**config.mk**
```make
export PLATFORM = sky130hd
export DESIGN_NAME = pipeline_hazard_ctrl
export DESIGN_NICKNAME = d
export VERILOG_FILES = /design/src/rtl/pipeline_hazard_ctrl.sv
export SDC_FILE = /design/constraint.sdc
export NUM_CORES = 1
export LEC_CHECK = 0
export CAP_MARGIN = 20
export CORE_ASPECT_RATIO = 2
export CORE_MARGIN = 2
export CORE_UTILIZATION = 44
export DETAILED_ROUTE_END_ITERATION = 7
export GPL_TIMING_DRIVEN = 0
export PLACE_DENSITY = 0.75
export SLEW_MARGIN = 20
export SYNTH_ARGS = -nofsm -noshare
export SYNTH_HDL_FRONTEND = slang
export SYNTH_SLANG_ARGS = --single-unit
export TNS_END_PERCENT = 10
```
**constraint.sdc**
```tcl
create_clock -name clk -period 1.9 [get_ports clk]
set_input_delay 0.38 -clock clk [delete_from_list [all_inputs] [get_ports clk]]
set_output_delay 0.38 -clock clk [all_outputs]
set_load 0.02 [all_outputs]
```
**src/rtl/pipeline_hazard_ctrl.sv**
```systemverilog
// Data-hazard controller for a short in-order pipeline: tracks in-flight writers,
// selects forwarding sources, and inserts a one-cycle bubble on load-use or flag-ordering hazards.
module pipeline_hazard_ctrl #(
    parameter int AW     = 5,
    parameter int STAGES = 3,
    parameter int ZREG   = 31,
    parameter int CW     = 32,
    localparam int SW    = $clog2(STAGES + 1)
) (
    input  logic              clk,
    input  logic              reset,
    input  logic              id_valid,
    input  logic [AW-1:0]     id_rn,
    input  logic [AW-1:0]     id_rm,
    input  logic              id_use_rn,
    input  logic              id_use_rm,
    input  logic [AW-1:0]     id_rd,
    input  logic              id_reg_write,
    input  logic              id_is_load,
    input  logic              id_sets_flags,
    input  logic              id_uses_flags,
    input  logic              br_taken,
    output logic [SW-1:0]     fwd_a,
    output logic [SW-1:0]     fwd_b,
    output logic              fwd_flag,
    output logic              stall,
    output logic              issue,
    output logic              flush_if,
    output logic [STAGES-1:0] stage_valid,
    output logic [CW-1:0]     stall_count
);

    typedef struct packed {
        logic [AW-1:0] rd;
        logic          regWrite;
        logic          isLoad;
        logic          setsFlags;
    } entry_t;

    logic [STAGES:1] entValid;
    entry_t          entData [1:STAGES];
    logic [STAGES:1] matchA;
    logic [STAGES:1] matchB;
    logic            olderSetter;
    logic            loadUse;
    logic            flagHazard;

    function automatic logic [CW-1:0] satInc(input logic [CW-1:0] v);
        return (&v) ? v : v + 1'b1;
    endfunction

    function automatic logic srcMatch(input logic v, input entry_t e,
                                      input logic [AW-1:0] src, input logic useSrc);
        return v && e.regWrite && (e.rd == src) && (src != AW'(ZREG)) && useSrc;
    endfunction

    always_comb begin
        matchA      = '0;
        matchB      = '0;
        olderSetter = 1'b0;
        for (int k = 1; k <= STAGES; k++) begin
            matchA[k] = srcMatch(entValid[k], entData[k], id_rn, id_use_rn);
            matchB[k] = srcMatch(entValid[k], entData[k], id_rm, id_use_rm);
            if (k >= 2) begin
                olderSetter = olderSetter | (entValid[k] & entData[k].setsFlags);
            end
        end
    end

    // A load in entry 1 has no data yet: consumers of it, or flag readers that would
    // otherwise see stale flags past it, wait one cycle.
    assign loadUse    = id_valid & entValid[1] & entData[1].isLoad & (matchA[1] | matchB[1]);
    assign flagHazard = id_valid & id_uses_flags & entValid[1] & entData[1].isLoad & olderSetter;
    assign stall      = loadUse | flagHazard;
    assign issue      = id_valid & ~stall;
    assign flush_if   = reset & br_taken & issue;
    assign fwd_flag   = id_uses_flags & entValid[1] & entData[1].setsFlags;
    assign stage_valid = entValid;

    // Scan oldest to youngest so the youngest producer overrides.
    always_comb begin
        fwd_a = '0;
        fwd_b = '0;
        for (int k = STAGES; k >= 1; k--) begin
            if (matchA[k] && !(k == 1 && entData[1].isLoad)) begin
                fwd_a = SW'(k);
            end
            if (matchB[k] && !(k == 1 && entData[1].isLoad)) begin
                fwd_b = SW'(k);
            end
        end
    end

    // Stage boundary: scoreboard valid bits and stall counter
    always_ff @(posedge clk or negedge reset) begin
        if (!reset) begin
            entValid    <= '0;
            stall_count <= '0;
        end else begin
            entValid <= {entValid[STAGES-1:1], issue};
            if (stall) begin
                stall_count <= satInc(stall_count);
            end
        end
    end

    // Stage boundary: scoreboard payload, qualified by entValid
    always_ff @(posedge clk) begin
        entData[1] <= '{rd: id_rd, regWrite: id_reg_write, isLoad: id_is_load,
                        setsFlags: id_sets_flags};
        for (int k = 2; k <= STAGES; k++) begin
            entData[k] <= entData[k-1];
        end
    end

endmodule

```
==> results.ini, run 1 <==
[timing]
hold_viol = 0
timing.fmax_mhz = 401
setup_ws_ns = -0.596
finalSetupViolCount = 39
whs_ns = 0.00545
rsz0062_at_grt = true
worst_pin_slew_ns = 0.541
slew_headroom = 0.638
final_max_slew_viol_count = 0
fin_crit_ns = 2.50
fin_skew_ns = 0.00447
finalCritPeriodShare = 1.31

[grt]
busiest_layer = met2
grt_max_degree = 30
use_met2 = 0.420
grt.met1_usage = 0.233
grt_pass1_wl_um = 11900
first_global_vias = 2460
antenna_found_initial = 0
grtUsageTotal = 0.235
met3_usage = 0.0454
grt.overflow.total = 0

[detailed_routing]
vias = 2383
wirelength_um = 7690
initialDrtViolationCount = 80
wl_per_cell_um = 17.8
ant_nets = 0
drt_drc_violations_left = 0
first_pass_iters = 4
via_per_inst = 5.52

[critical_path]
start_kind = register
cp_max_fo = 3
arrival_ns = 2.12
crit_type = register to output port
critPathRequiredTime_ns = 1.52
rr_worst_depth = 8
end_kind = output port

[synth]
synth_common_cells = xor2_1, dfrtp_1, dfxtp_1, nand2_1, nand4_1
ys_top_cells_by_area = dfrtp_1, dfxtp_1, xor2_1
synth_top_area_cell = dfrtp_1
ys_warn_count = 0
seq_area_frac_synth = 0.475
synth_area_per_cell_um2 = 10.7
yosysTopAreaCellShare = 0.316
netlist_area_um2 = 2770
synth_cells = 259
async_reset_ff_frac = 0.614
syn-num-nets = 285
synth_most_common_cell = xor2_1
synth-edff-count = 0
yosysUniqueCellTypes = 41
ys_ff_latch = 57
synth_flop_cell = dfrtp_1

[cts]
cts.clk_slew.worst_paths_ns = 0.05
numCtsBuffers = 9
clock_latency_ns = 0.33
clock-sinks = 57
cts-root-buf = clkbuf_16
clk_path_buf_depth = 2
cts_tree = yes
h-tree-depth = 3

[power_and_ir_drop]
power.density_nw_per_um2 = 786
pwr-share-comb = 0.126
power.share.sequential = 0.410
p_int_mw = 2.45
pwr-share-clk = 0.464
swShare = 0.247
irDropWorstVdd_v = 0.000697
leakage_nw = 1.75
switchingPower_mw = 0.806

[finish]
area_growth_pct = 49.6
nFillCells = 469
final_cell_count_no_fill = 432
final_net_count = 369
utilization = 0.685
diodes = 0
layout-drive-gt1-share = 0.293

[job]
cap_viol_max_count = 0

[die]
initial_core_util = 0.457
die_x_um = 60.1
coreArea_um2 = 6060
rows = 40
io_pins = 68
die_h_um = 116
die_area_um2 = 6980

[run_status]
outcome = finished with violations
violations = setup timing

[placed_design]
io_buffers = 67
place_inst = 411
globalplace.congestion = 0.912
dp_hpwl_um = 5420

[min_path]
hold_class = input port to async pin

==> power by group through the flow <==
stage / Combinational [mW] / Sequential, mW / Clock (mW)
global route: 0.444 / 1.34 / 1.59
CTS: 0.393 / 1.34 / 1.54
finish: 0.410 / 1.34 / 1.51
detailed placement: 0.373 / 1.35 / 0
global placement: 0.364 / 1.35 / 0
floorplan: 0.146 / 1.37 / 0
==> registers in the layout, summed over array words and instances (netlist names) <==
name	cells
entData	22
stage_valid	3
stall_count	32
==> per-stage QoR <==
step | area (um2) | setup slack, ns | TNS, ns | power (mW)
finish | 4150 | -0.596 | -13.82 | 3.26
global route | 4150 | -0.649 | -16.71 | 3.38
CTS | 4010 | -0.675 | -13.53 | 3.27
detailed placement | 3620 | -1.45 | -36.31 | 1.72
global placement | 3600 | -1.50 | -49.28 | 1.71
floorplan | 2830 | -0.191 | -3.51 | 1.52
==> layout by cell type (no fill, tap or decap), types with 7 or more instances in the layout <==
cell type and instances:
nor3_2 13, dfrtp_1 26, dlygate4sd2_1 7, dfrtp_2 9, xor2_1 43, xnor2_1 12, clkdlybuf4s50_1 47, clkbuf_16 9
nand2_1 18, nand4_1 18, nor4_2 11, nand3_1 16, dfxtp_1 18
==> cell type report <==
type                            instances  area, um2  area share
Multi-Input combinational cell        191       1580       0.382
Timing Repair Buffer                   74        722       0.174
Clock buffer                           13        270      0.0652
Buffer                                  9        108      0.0260
Clock inverter                          3       15.0     0.00362
Sequential cell                        57       1340       0.323
Inverter                                1       3.75    0.000906
Tap cell                               84        105      0.0254
==> routing by layer <==
layer	share of wire	vias to the layer above
met1	0.35	1156
met4	0.035	0
met5	0	-
met2	0.57	93
li1	-	1111
met3	0.050	23
==> critical path: stages, from the launching register on <==
cell and delay (ns):
dfxtp_2 0.33, xnor2_2 0.16, nand4_1 0.12, or4_4 0.53, and3_4 0.19, o21a_4 0.20
and3_4 0.14, buf_6 0.12
==> worst paths after layout <==
path | from | end | slack (ns)
max in group asynchronous | reset | stall_count[7]$_DFFE_PN0P_ | 1.14
hold reg to reg | entData[0][8]$_DFF_P_ | entData[0][16]$_DFF_P_ | 0.35
setup reg to reg | entData[0][15]$_DFF_P_ | stall_count[1]$_DFFE_PN0P_ | -0.51
min in group clk | entData[0][8]$_DFF_P_ | entData[0][16]$_DFF_P_ | 0.35
setup / recovery | entData[0][15]$_DFF_P_ | flush_if | -0.60
hold / removal | reset | stall_count[12]$_DFFE_PN0P_ | 0.005
==> what timing repair did <==
item / 4_1_cts / 5_1_grt
gates resized for setup: 74 / 32
setup buffers: 3 / 2
hold buffers: 1 / 0
hold endpoints to repair: 7 / 0
pin swaps: 8 / 11
setup endpoints to repair: 41 / 40
==> kinds of logic (layout without fill, tap and decap cells) <==
group,Yosys count,count (layout),share of synthesized area
adders and majority gates,1,1,0.00452
buffers and inverters,11,100,0.0230
and+or+nand+nor,118,118,0.271
DFF,57,57,0.475
xor gates and xnor gates,59,59,0.189
AOI/OAI and AO/OA,12,12,0.0330
muxes,1,1,0.00406
Note: power is estimated with default switching activity, not from simulation.
==> inputs of run 2 (changes only) <==
--- a/config.mk
+++ b/config.mk
@@ -11,6 +11,7 @@
 export CORE_UTILIZATION = 44
 export DETAILED_ROUTE_END_ITERATION = 7
 export GPL_TIMING_DRIVEN = 0
+export MAX_ROUTING_LAYER = met4
 export PLACE_DENSITY = 0.75
 export SLEW_MARGIN = 20
 export SYNTH_ARGS = -nofsm -noshare
==> run 2 against run 1 <==
Against the previous run: the flow still finishes with violations (setup timing); total power decreased by 0.33%; clock power about the same; worst setup slack gained 0.0036 ns; sequential share of layout area about the same; clock skew up 0.00091 ns; critical path depth unchanged; flip-flop and latch count did not move; clock-buffer cell count did not move; final area grew 0.12%; critical endpoint unchanged.
==> results.ini, run 2 (same netlist as run 1, synthesis figures left out) <==
[finish]
layout_common_cells = clkdlybuf4s50_1, xor2_1, dfrtp_1
multiInputGateArea_um2 = 1590
layout_commonest_cell = clkdlybuf4s50_1
regMostFlops = stall_count
final_net_count = 369
diodes = 0
area_growth_pct = 49.8
layout-drive-gt1-share = 0.296
register_area_um2 = 1340
final_cell_count_no_fill = 432
largest_reg_flops = 32
nFillCells = 468
utilization = 0.685

[critical_path]
rr_worst_depth = 8
crit_type = register to output port
ff2ff_setup_slack_ns = -0.51
arrival_ns = 2.11
end_kind = output port
max_stage_delay_ns = 0.53
critPathMostFrequentCell = and3_4
rr_startpoint = entData[0][15]$_DFF_P_
crit_buf_inv = 1
start_kind = register
cpLargestDelayFamily = simple AND/OR/NAND/NOR gates
cp_slowest_cell = or4_4
critPathRequiredTime_ns = 1.52
crit_path_cell_trace = xnor2_2 > nand4_1 > or4_4 > and3_4 > o21a_4 > and3_4 > buf_6
r2r_end = stall_count[1]$_DFFE_PN0P_
cp_max_fo = 3

[detailed_routing]
drt_drc_violations_left = 0
ant_nets = 0
vias = 2391
wirelength_um = 7680
initialDrtViolationCount = 81
first_pass_iters = 4
via_per_inst = 5.53
wl_per_cell_um = 17.8

[grt]
grt_pass1_wl_um = 11800
grtUsageTotal = 0.241
grt_max_degree = 30
first_global_vias = 2471
antenna_found_initial = 0
grt.overflow.total = 0

[timing]
fin_tns_setup_ns = -13.52
fin_crit_ns = 2.49
whs_ns = 0.0100
finalCritPeriodShare = 1.31
worst_pin_slew_ns = 0.528
setup_ws_ns = -0.592
timing.fmax_mhz = 401
hold_viol = 0
fin_skew_ns = 0.00538
finalSetupViolCount = 39
final_max_slew_viol_count = 0
slew_headroom = 0.647
rsz0062_at_grt = true

[cts]
numCtsBuffers = 9
cts.clk_slew.worst_paths_ns = 0.05
clock-sinks = 57
cts_tree = yes
clk_path_buf_depth = 2
cts-root-buf = clkbuf_16
clock_latency_ns = 0.32
h-tree-depth = 3

[power_and_ir_drop]
irDropWorstVdd_v = 0.000694
leakage_nw = 1.76
total_power_mw = 3.25
power.density_nw_per_um2 = 782

[job]
cap_viol_max_count = 0

[placed_design]
globalplace.congestion = 0.928
io_buffers = 67
dp_hpwl_um = 5420
place_inst = 411

[die]
rows = 40
die_h_um = 116
io_pins = 68
die_area_um2 = 6980
coreArea_um2 = 6060
initial_core_util = 0.457
die_x_um = 60.1

[run_status]
outcome = finished with violations
violations = setup timing

[min_path]
hold_class = input port to async pin

-- run 2: cell counts in the layout (fill, tap and decap cells not counted) --
Identical to the previous run, type by type.
-- run 2: worst max path at each step --
stage                            from        to  slack (ns)  depth (start not counted)
2_1_floorplan                id_rm[2]  flush_if       -0.19                          7
3_3_place_gp                    reset  flush_if       -1.50                          3
3_5_place_dp                 id_rm[4]     stall       -1.45                          9
4_1_cts        entData[0][15]$_DFF_P_  flush_if       -0.68                          7
5_1_grt        entData[0][12]$_DFF_P_  flush_if       -0.65                          7
6_report       entData[0][15]$_DFF_P_  flush_if       -0.59                          7
-- run 2: report_power, final --
part,total (mW),internal (mW),switching [mW]
registers,1.34,1.27,0.0680
clock network,1.50,0.979,0.522
logic,0.410,0.204,0.205
total,3.25,2.45,0.795
-- run 2: worst register-to-register path, delay by kind of cell (launching register included) --
family,cells,cell delay [ns]
and+or+nand+nor,4,1.17
muxes,1,0.38
DFF,1,0.33
buffers and inverters,2,0.26
xor gates and xnor gates,1,0.16
-- run 2: cell type report --
cell class | instances | share of cell area
clock buffers | 13 | 0.0651
multi-input cells | 191 | 0.383
repair buffers | 74 | 0.174
well taps | 84 | 0.0253
flip-flops and latches | 57 | 0.322
inverters | 1 | 0.000904
plain buffers | 9 | 0.0259
clock inverters | 3 | 0.00362
-- run 2: through the flow --
step	worst slack, ns	cell area (um2)
floorplan	-0.191	2830
global placement	-1.50	3600
detailed placement	-1.45	3620
CTS	-0.675	4010
global route	-0.649	4150
finish	-0.592	4150
-- run 2: layer usage --
layer / track usage / routed length (um) / up-vias
li1: - / - / 1113
met1: 0.231 / 2650 / 1151
met2: 0.420 / 4330 / 97
met3: 0.0454 / 454 / 30
met4: 0.159 / 254 / 0
met5: - / 0 / -
-- run 2: timing repair --
item	CTS	global route
cloned	0	0
gates resized for setup	74	33
setup endpoints to repair	41	40
pin swaps	8	14
buffers inserted	3	2
hold endpoints to repair	7	0
hold buffers	1	0
